<file path="src/rtl/aes_pkg.sv">
// ---------------------------------------------------------------------------
// aes_pkg
// Shared definitions for the masked-AES wrapper logic and its benches:
//   - seq_state_t        : dual-run sequencer FSM states
//   - AES_MASK_LFSR_TAPS : Galois feedback taps for the mask LFSR
//   - AES_CORE_LATENCY   : cycles from core start to core done
//   - AES_FIPS_*         : FIPS-197 appendix C.1 AES-128 vector
//   - aes_lfsr_next()    : one Galois LFSR step
// ---------------------------------------------------------------------------
package aes_pkg;

  typedef enum logic [2:0] {
    IDLE    = 3'd0,
    LAUNCH1 = 3'd1,
    WAIT1   = 3'd2,
    LAUNCH2 = 3'd3,
    WAIT2   = 3'd4,
    RESP    = 3'd5
  } seq_state_t;

  localparam logic [31:0] AES_MASK_LFSR_TAPS = 32'h8020_0003;
  localparam int          AES_CORE_LATENCY   = 267;

  localparam logic [127:0] AES_FIPS_PT  = 128'h00112233445566778899aabbccddeeff;
  localparam logic [127:0] AES_FIPS_KEY = 128'h000102030405060708090a0b0c0d0e0f;
  localparam logic [127:0] AES_FIPS_CT  = 128'h69c4e0d86a7b0430d8cdb70480b4c55a;

  // Right-shifting Galois step: the bit shifted out selects the tap XOR.
  function automatic logic [31:0] aes_lfsr_next(input logic [31:0] state);
    return state[0] ? ((state >> 1) ^ AES_MASK_LFSR_TAPS) : (state >> 1);
  endfunction

endpackage

</file>
<file path="src/rtl/aes_mask_lfsr.sv">
// ---------------------------------------------------------------------------
// aes_mask_lfsr
// 32-bit Galois LFSR that supplies mask words to the masked AES core.
// Advances every cycle; a seed load takes priority over the advance.
// A zero seed would lock the register at zero, so it loads 32'h1 instead.
// Ports:
//   clk, rst_n  : clock, asynchronous active-low reset
//   seed_load   : load seed this cycle
//   seed        : seed value
//   lfsr        : current LFSR state
// ---------------------------------------------------------------------------
module aes_mask_lfsr
  import aes_pkg::*;
#(
  parameter logic [31:0] LFSR_RESET = 32'hACE1_2468
) (
  input  logic        clk,
  input  logic        rst_n,
  input  logic        seed_load,
  input  logic [31:0] seed,
  output logic [31:0] lfsr
);

  // NOTE: clocked state uses non-blocking assignments so every register
  // samples the pre-edge values of the others, independent of block order.
  always_ff @(posedge clk or negedge rst_n) begin
    if (!rst_n) begin
      lfsr <= LFSR_RESET;
    end else if (seed_load) begin
      lfsr <= (seed == 32'h0) ? 32'h1 : seed;
    end else begin
      lfsr <= aes_lfsr_next(lfsr);
    end
  end

endmodule

</file>
<file path="src/rtl/aes_dual_run_sequencer.sv">
// ---------------------------------------------------------------------------
// aes_dual_run_sequencer
// Runs each AES-128 job on the masked core twice with different mask bytes
// and releases the ciphertext only when both runs agree. A mismatch or a
// core timeout returns an all-zero ciphertext with rsp_fault set.
// Ports:
//   clk, rst_n                       : clock, asynchronous active-low reset
//   req_valid/req_ready              : job request handshake
//   req_plaintext, req_key           : job data
//   seed_load, seed                  : mask LFSR reseed
//   core_start                       : one-cycle start pulse to the core
//   core_plaintext/core_key/core_mask: registered core inputs
//   core_busy, core_done             : core status
//   core_ciphertext                  : core result
//   rsp_valid/rsp_ready              : response handshake
//   rsp_ciphertext, rsp_fault        : response data (zero data on fault)
//   fault_count                      : saturating count of faulted jobs
// ---------------------------------------------------------------------------
module aes_dual_run_sequencer
  import aes_pkg::*;
#(
  parameter int          DUAL_RUN   = 1,
  parameter int          TIMEOUT    = 400,
  parameter logic [31:0] LFSR_RESET = 32'hACE1_2468
) (
  input  logic         clk,
  input  logic         rst_n,
  input  logic         req_valid,
  output logic         req_ready,
  input  logic [127:0] req_plaintext,
  input  logic [127:0] req_key,
  input  logic         seed_load,
  input  logic [31:0]  seed,
  output logic         core_start,
  output logic [127:0] core_plaintext,
  output logic [127:0] core_key,
  output logic [127:0] core_mask,
  input  logic         core_busy,
  input  logic         core_done,
  input  logic [127:0] core_ciphertext,
  output logic         rsp_valid,
  input  logic         rsp_ready,
  output logic [127:0] rsp_ciphertext,
  output logic         rsp_fault,
  output logic [15:0]  fault_count
);

  // The timer reads 0 in the cycle core_start is visible, so the last
  // permitted WAIT cycle is TIMEOUT-1; RESP then begins TIMEOUT cycles
  // after the start pulse.
  localparam logic [15:0] TIMEOUT_LAST = 16'(TIMEOUT - 1);

  seq_state_t   state_q, state_d;
  logic [31:0]  lfsr;
  logic [15:0]  timer_q;
  logic [127:0] ct1_q;
  logic [7:0]   m1_q;

  logic         accept;
  logic         launch;
  logic         in_wait;
  logic         timeout;
  logic         enter_resp;
  logic         rsp_hs;
  logic         resp_fault_d;
  logic [127:0] result_ct;
  logic [7:0]   mask_byte;
  logic [31:0]  mask_word;

  aes_mask_lfsr #(
    .LFSR_RESET (LFSR_RESET)
  ) u_lfsr (
    .clk       (clk),
    .rst_n     (rst_n),
    .seed_load (seed_load),
    .seed      (seed),
    .lfsr      (lfsr)
  );

  assign in_wait    = (state_q == WAIT1) || (state_q == WAIT2);
  assign timeout    = (timer_q >= TIMEOUT_LAST);
  assign rsp_hs     = rsp_valid && rsp_ready;
  assign enter_resp = (state_d == RESP) && (state_q != RESP);

  // The second run must see a different mask byte from the first; on a
  // collision flip the LSB, which guarantees inequality.
  always_comb begin
    mask_byte = lfsr[7:0];
    if ((state_q == LAUNCH2) && (lfsr[7:0] == m1_q)) begin
      mask_byte = lfsr[7:0] ^ 8'h01;
    end
    mask_word = {lfsr[31:8], mask_byte};
  end

  always_ff @(posedge clk or negedge rst_n) begin
    if (!rst_n) begin
      state_q <= IDLE;
    end else begin
      state_q <= state_d;
    end
  end

  // NOTE: every output of this block gets a default before the case so no
  // path leaves one unassigned, which would otherwise infer a latch.
  always_comb begin
    state_d      = state_q;
    accept       = 1'b0;
    launch       = 1'b0;
    resp_fault_d = 1'b0;
    result_ct    = ct1_q;
    unique case (state_q)
      IDLE: begin
        if (req_valid && req_ready) begin
          accept  = 1'b1;
          state_d = LAUNCH1;
        end
      end
      LAUNCH1, LAUNCH2: begin
        if (!core_busy) begin
          launch  = 1'b1;
          state_d = (state_q == LAUNCH1) ? WAIT1 : WAIT2;
        end
      end
      WAIT1: begin
        if (core_done) begin
          result_ct = core_ciphertext;
          state_d   = (DUAL_RUN != 0) ? LAUNCH2 : RESP;
        end else if (timeout) begin
          resp_fault_d = 1'b1;
          state_d      = RESP;
        end
      end
      WAIT2: begin
        if (core_done) begin
          resp_fault_d = (core_ciphertext != ct1_q);
          state_d      = RESP;
        end else if (timeout) begin
          resp_fault_d = 1'b1;
          state_d      = RESP;
        end
      end
      RESP: begin
        if (rsp_ready) begin
          state_d = IDLE;
        end
      end
      default: state_d = IDLE;
    endcase
  end

  // NOTE: the wide data registers are reset as well, because the core
  // inputs and the response bus must read zero out of reset.
  always_ff @(posedge clk or negedge rst_n) begin
    if (!rst_n) begin
      req_ready      <= 1'b0;
      rsp_valid      <= 1'b0;
      core_start     <= 1'b0;
      core_plaintext <= '0;
      core_key       <= '0;
      core_mask      <= '0;
      ct1_q          <= '0;
      m1_q           <= '0;
      timer_q        <= '0;
      rsp_ciphertext <= '0;
      rsp_fault      <= 1'b0;
      fault_count    <= '0;
    end else begin
      // Registered from the next state so req_ready stays low in the
      // handshake cycle and rsp_valid follows RESP exactly.
      req_ready  <= (state_d == IDLE);
      rsp_valid  <= (state_d == RESP);
      core_start <= launch;

      if (accept) begin
        core_plaintext <= req_plaintext;
        core_key       <= req_key;
      end

      if (launch) begin
        core_mask <= {4{mask_word}};
        timer_q   <= '0;
        if (state_q == LAUNCH1) begin
          m1_q <= mask_byte;
        end
      end else if (in_wait && (timer_q != 16'hFFFF)) begin
        timer_q <= timer_q + 16'd1;
      end

      if ((state_q == WAIT1) && core_done) begin
        ct1_q <= core_ciphertext;
      end

      if (enter_resp) begin
        rsp_fault      <= resp_fault_d;
        rsp_ciphertext <= resp_fault_d ? '0 : result_ct;
      end else if (rsp_hs) begin
        rsp_fault      <= 1'b0;
        rsp_ciphertext <= '0;
      end

      if (rsp_hs && rsp_fault && (fault_count != 16'hFFFF)) begin
        fault_count <= fault_count + 16'd1;
      end
    end
  end

endmodule

</file>
<file path="config.mk">
export PLATFORM = sky130hd
export DESIGN_NAME = aes_dual_run_sequencer
export DESIGN_NICKNAME = d
export VERILOG_FILES = /design/src/rtl/aes_pkg.sv /design/src/rtl/aes_mask_lfsr.sv /design/src/rtl/aes_dual_run_sequencer.sv
export SDC_FILE = /design/constraint.sdc
export NUM_CORES = 1
export LEC_CHECK = 0
export ABC_CLOCK_PERIOD_IN_PS = 2610
export CORE_AREA = 2 2 368 370
export DETAILED_ROUTE_END_ITERATION = 8
export DIE_AREA = 0 0 370 372
export DONT_BUFFER_PORTS = 1
export GPL_TIMING_DRIVEN = 0
export PLACE_DENSITY_LB_ADDON = 0.3
export SLEW_MARGIN = 0
export SYNTH_ARGS = -nofsm -noshare
export SYNTH_HDL_FRONTEND = slang
export SYNTH_SLANG_ARGS = --single-unit
</file>
<file path="constraint.sdc">
create_clock -name clk -period 2.61 [get_ports clk]
set_clock_uncertainty 0.05 [all_clocks]
set_input_delay 0.783 -clock clk [delete_from_list [all_inputs] [get_ports clk]]
set_output_delay 0.783 -clock clk [all_outputs]
set_load 0.05 [all_outputs]
</file>
==> flow_metrics.tcl <==
set metrics [dict create \
    failed_checks "negative hold slack, negative setup slack" \
    leakage_uw 0.0149 \
    fin_ws_ns -0.179 \
    grt_util_all_layers 0.187 \
    async_flop_share 1.00 \
    area.growth.synth_to_final_pct 22.4 \
    antenna_left 0 \
    finalHoldViolCount 346 \
    die_area_sq_um 138000 \
    r2r-end "rsp_ciphertext[75]" \
    synth_edf_count 0 \
    synth_seq_area_share 0.583 \
    synth_top_family_by_area "multiplexers" \
    first_pass_iters 5 \
    synth-simple-area-share 0.0757 \
    synthCells 1964 \
    wl_per_cell_um 34.2 \
    status "complete, but fails checks" \
    clockBufferDepth 3 \
    cts_sinks 623 \
    netlist.top_cell.by_area "dfrtp_1" \
    cts-root-buf "clkbuf_16" \
    placedCellCount 3745 \
    numCtsBuffers 79 \
    p_per_area_nw_per_um2 1490 \
    syn_avg_cell_area_sq_um 13.6 \
    overflow 0 \
    cp.arrival_ns 3.36 \
    slew_viol_final 0 \
    r2r-start "ct1_q[41]" \
    final.period_utilization 1.07 \
    coreArea_sq_um 134000 \
    antenna_found_initial 141 \
    synth.distinct_cells 41 \
    ys_warn_count 0 \
    whs_ns -0.250 \
    wl_um 135000 \
    period_needed_ns 2.79 \
    synth_mux_area_frac 0.178 \
    postLayoutCoreUtil 0.244 \
    dp_hpwl_um 110000 \
    die_w_um 370 \
    crit_fanout 7 \
    synthFlopType "dfrtp_1" \
    cts_tree "built" \
    synth_top_area_frac 0.570 \
    drive_gt1_frac 0.401 \
    grt_max_degree 624 \
    synth-compound-area-share 0.0539 \
    via_count 17300 \
    start_util 0.199 \
    endpoint_kind "flip-flop" \
    synth_common_cells "610 x dfrtp_1, 421 x mux2_2, 147 x nand4_1, 147 x xor2_1, 115 x nand2_1" \
    fp.dieH_um 372 \
    synth.most_common_cell "dfrtp_1" \
    synth_xor_area_frac 0.0549 \
    vias_per_cell 4.39 \
    fin_cells 3955 \
    fin_nets 2501 \
    synthesis.area_sq_um 26800 \
    vdd_drop_max_uv 832 \
    h-tree-depth 3 \
    clk_pin_slew_ns 0.06 \
    synth.area.top_cells "dfrtp_1 57%, mux2_2 18%, xor2_1 4.8%, a21bo_1 4.1%, nand4_1 3.4%" \
    reg2reg_depth 9 \
    yosys_register_bits 623 \
    rsz0062_at_grt "true" \
    drt_iter0_drc 1490 \
    syn_nets 2389 \
    rrSetupSlack_ns -0.18 \
    design.portCount 955 \
    cp-start-kind "flip-flop" \
    hp-class "in2async" \
    yosys.area_share.adder 0.000934 \
    fmaxAchievable_mhz 359 \
    grt_pass1_wl_um 171000 \
    grt_pass1_vias 17100 \
    max_cap_viol_count 0 \
    worstSetupPathType "reg2reg" \
    max-slew-margin-rel 0.0879 \
    worstPathRequired_ns 3.18 \
    gp_congestion 0.982 \
    fin_setup_tns_ns -5.42 \
    clkLatencyLatePin_ns 0.66 \
    worstMarginPinSlew_ns 1.37 \
    fill_cells 14100 \
    drc 0 \
    num_rows 135 \
    port_buffers 0 \
    finalSetupViolCount 94 \
]
==> critical path, cell delays in order (launching register included) <==
cell     delay (ns)
dfrtp_1        0.38
xor2_1         0.14
nor4_1         0.58
nand4_1        0.29
nor4_4         0.32
buf_6          0.18
buf_12         0.17
buf_8          0.12
nand4_1        0.22
a21bo_1        0.26
==> power breakdown <==
part / leakage, uW / internal, uW / total [uW] / switching, uW
registers: 0.00772 / 13000 / 25400 / 12400
logic: 0.00586 / 5050 / 12000 / 6980
clock network: 0.00130 / 6490 / 11300 / 4780
total: 0.0149 / 24500 / 48700 / 24100
==> final cells by class <==
| cell class | count | area [sq um] | share of cell area |
|---|---|---|---|
| diodes | 36 | 90.1 | 0.00275 |
| multi-input cells | 1126 | 10000 | 0.305 |
| clock inverters | 28 | 363 | 0.0111 |
| repair buffers | 35 | 556 | 0.0170 |
| well taps | 1781 | 2230 | 0.0680 |
| plain buffers | 207 | 1580 | 0.0483 |
| inverters | 4 | 15.0 | 0.000458 |
| flip-flops and latches | 623 | 15600 | 0.477 |
| clock buffers | 115 | 2290 | 0.0699 |
==> routing by layer <==
layer	global-route usage	share of wire
met1	0.216	0.36
met2	0.300	0.46
met3	0.0926	0.13
met4	0.0634	0.039
met5	0	0.0029
==> through the flow <==
step	area, sq um	setup WS [ns]	total power [uW]	hold WS [ns]
2_1_floorplan	26800	0.148	32800	0.385
3_3_place_gp	29000	-1.64	37100	0.404
3_5_place_dp	29000	-1.62	37100	0.402
4_1_cts	32200	-0.339	48800	-0.328
5_1_grt	32700	-0.136	50500	-0.310
6_report	32800	-0.179	48700	-0.250
==> layout by cell type (no fill, tap or decap), drive strengths merged, types with 13 or more instances in the layout <==
master  netlist  final
xor2        147    147
nand3        14     14
nand4       147    147
a21bo       128    128
nor2         33     33
diode         0     36
dfstp        13     13
clkinv        0     18
dfrtp       610    610
xnor2        21     21
clkbuf       31    153
buf         180    204
nor4         47     47
mux2        421    421
nand2       115    115
==> what timing repair did <==
| action | in CTS | in global routing |
|---|---|---|
| cloned | 5 | 6 |
| hold endpoints to repair | 610 | 525 |
| endpoints found under the setup margin | 483 | 134 |
| setup buffers | 6 | 19 |
| gates resized for setup | 86 | 74 |
| pin swaps | 8 | 25 |
==> registers in the layout, summed over array words and instances, names as in the netlist, 16 cells and up <==
signal          count
rsp_ciphertext    128
core_plaintext    128
timer_q            16
core_mask          32
u_lfsr.lfsr        32
fault_count        16
ct1_q             128
core_key          128
==> worst max-delay path by stage <==
stage / from / to / slack, ns / cells past startpoint
2_1_floorplan: fault_count[0] / fault_count[15] / 0.15 / 7
3_3_place_gp: core_ciphertext[95] / rsp_ciphertext[75] / -1.64 / 8
3_5_place_dp: core_ciphertext[95] / rsp_ciphertext[75] / -1.62 / 8
4_1_cts: ct1_q[99] / rsp_ciphertext[75] / -0.34 / 8
5_1_grt: ct1_q[99] / rsp_ciphertext[75] / -0.14 / 9
6_report: ct1_q[41] / rsp_ciphertext[75] / -0.18 / 9
==> cell families after synthesis <==
logic type	after synthesis
DFF	623
muxes	423
and+or+nand+nor	383
buffers and inverters	215
xor gates and xnor gates	168
AOI/OAI and AO/OA	150
adders and majority gates	2
Power figures use the tool's default switching activity.
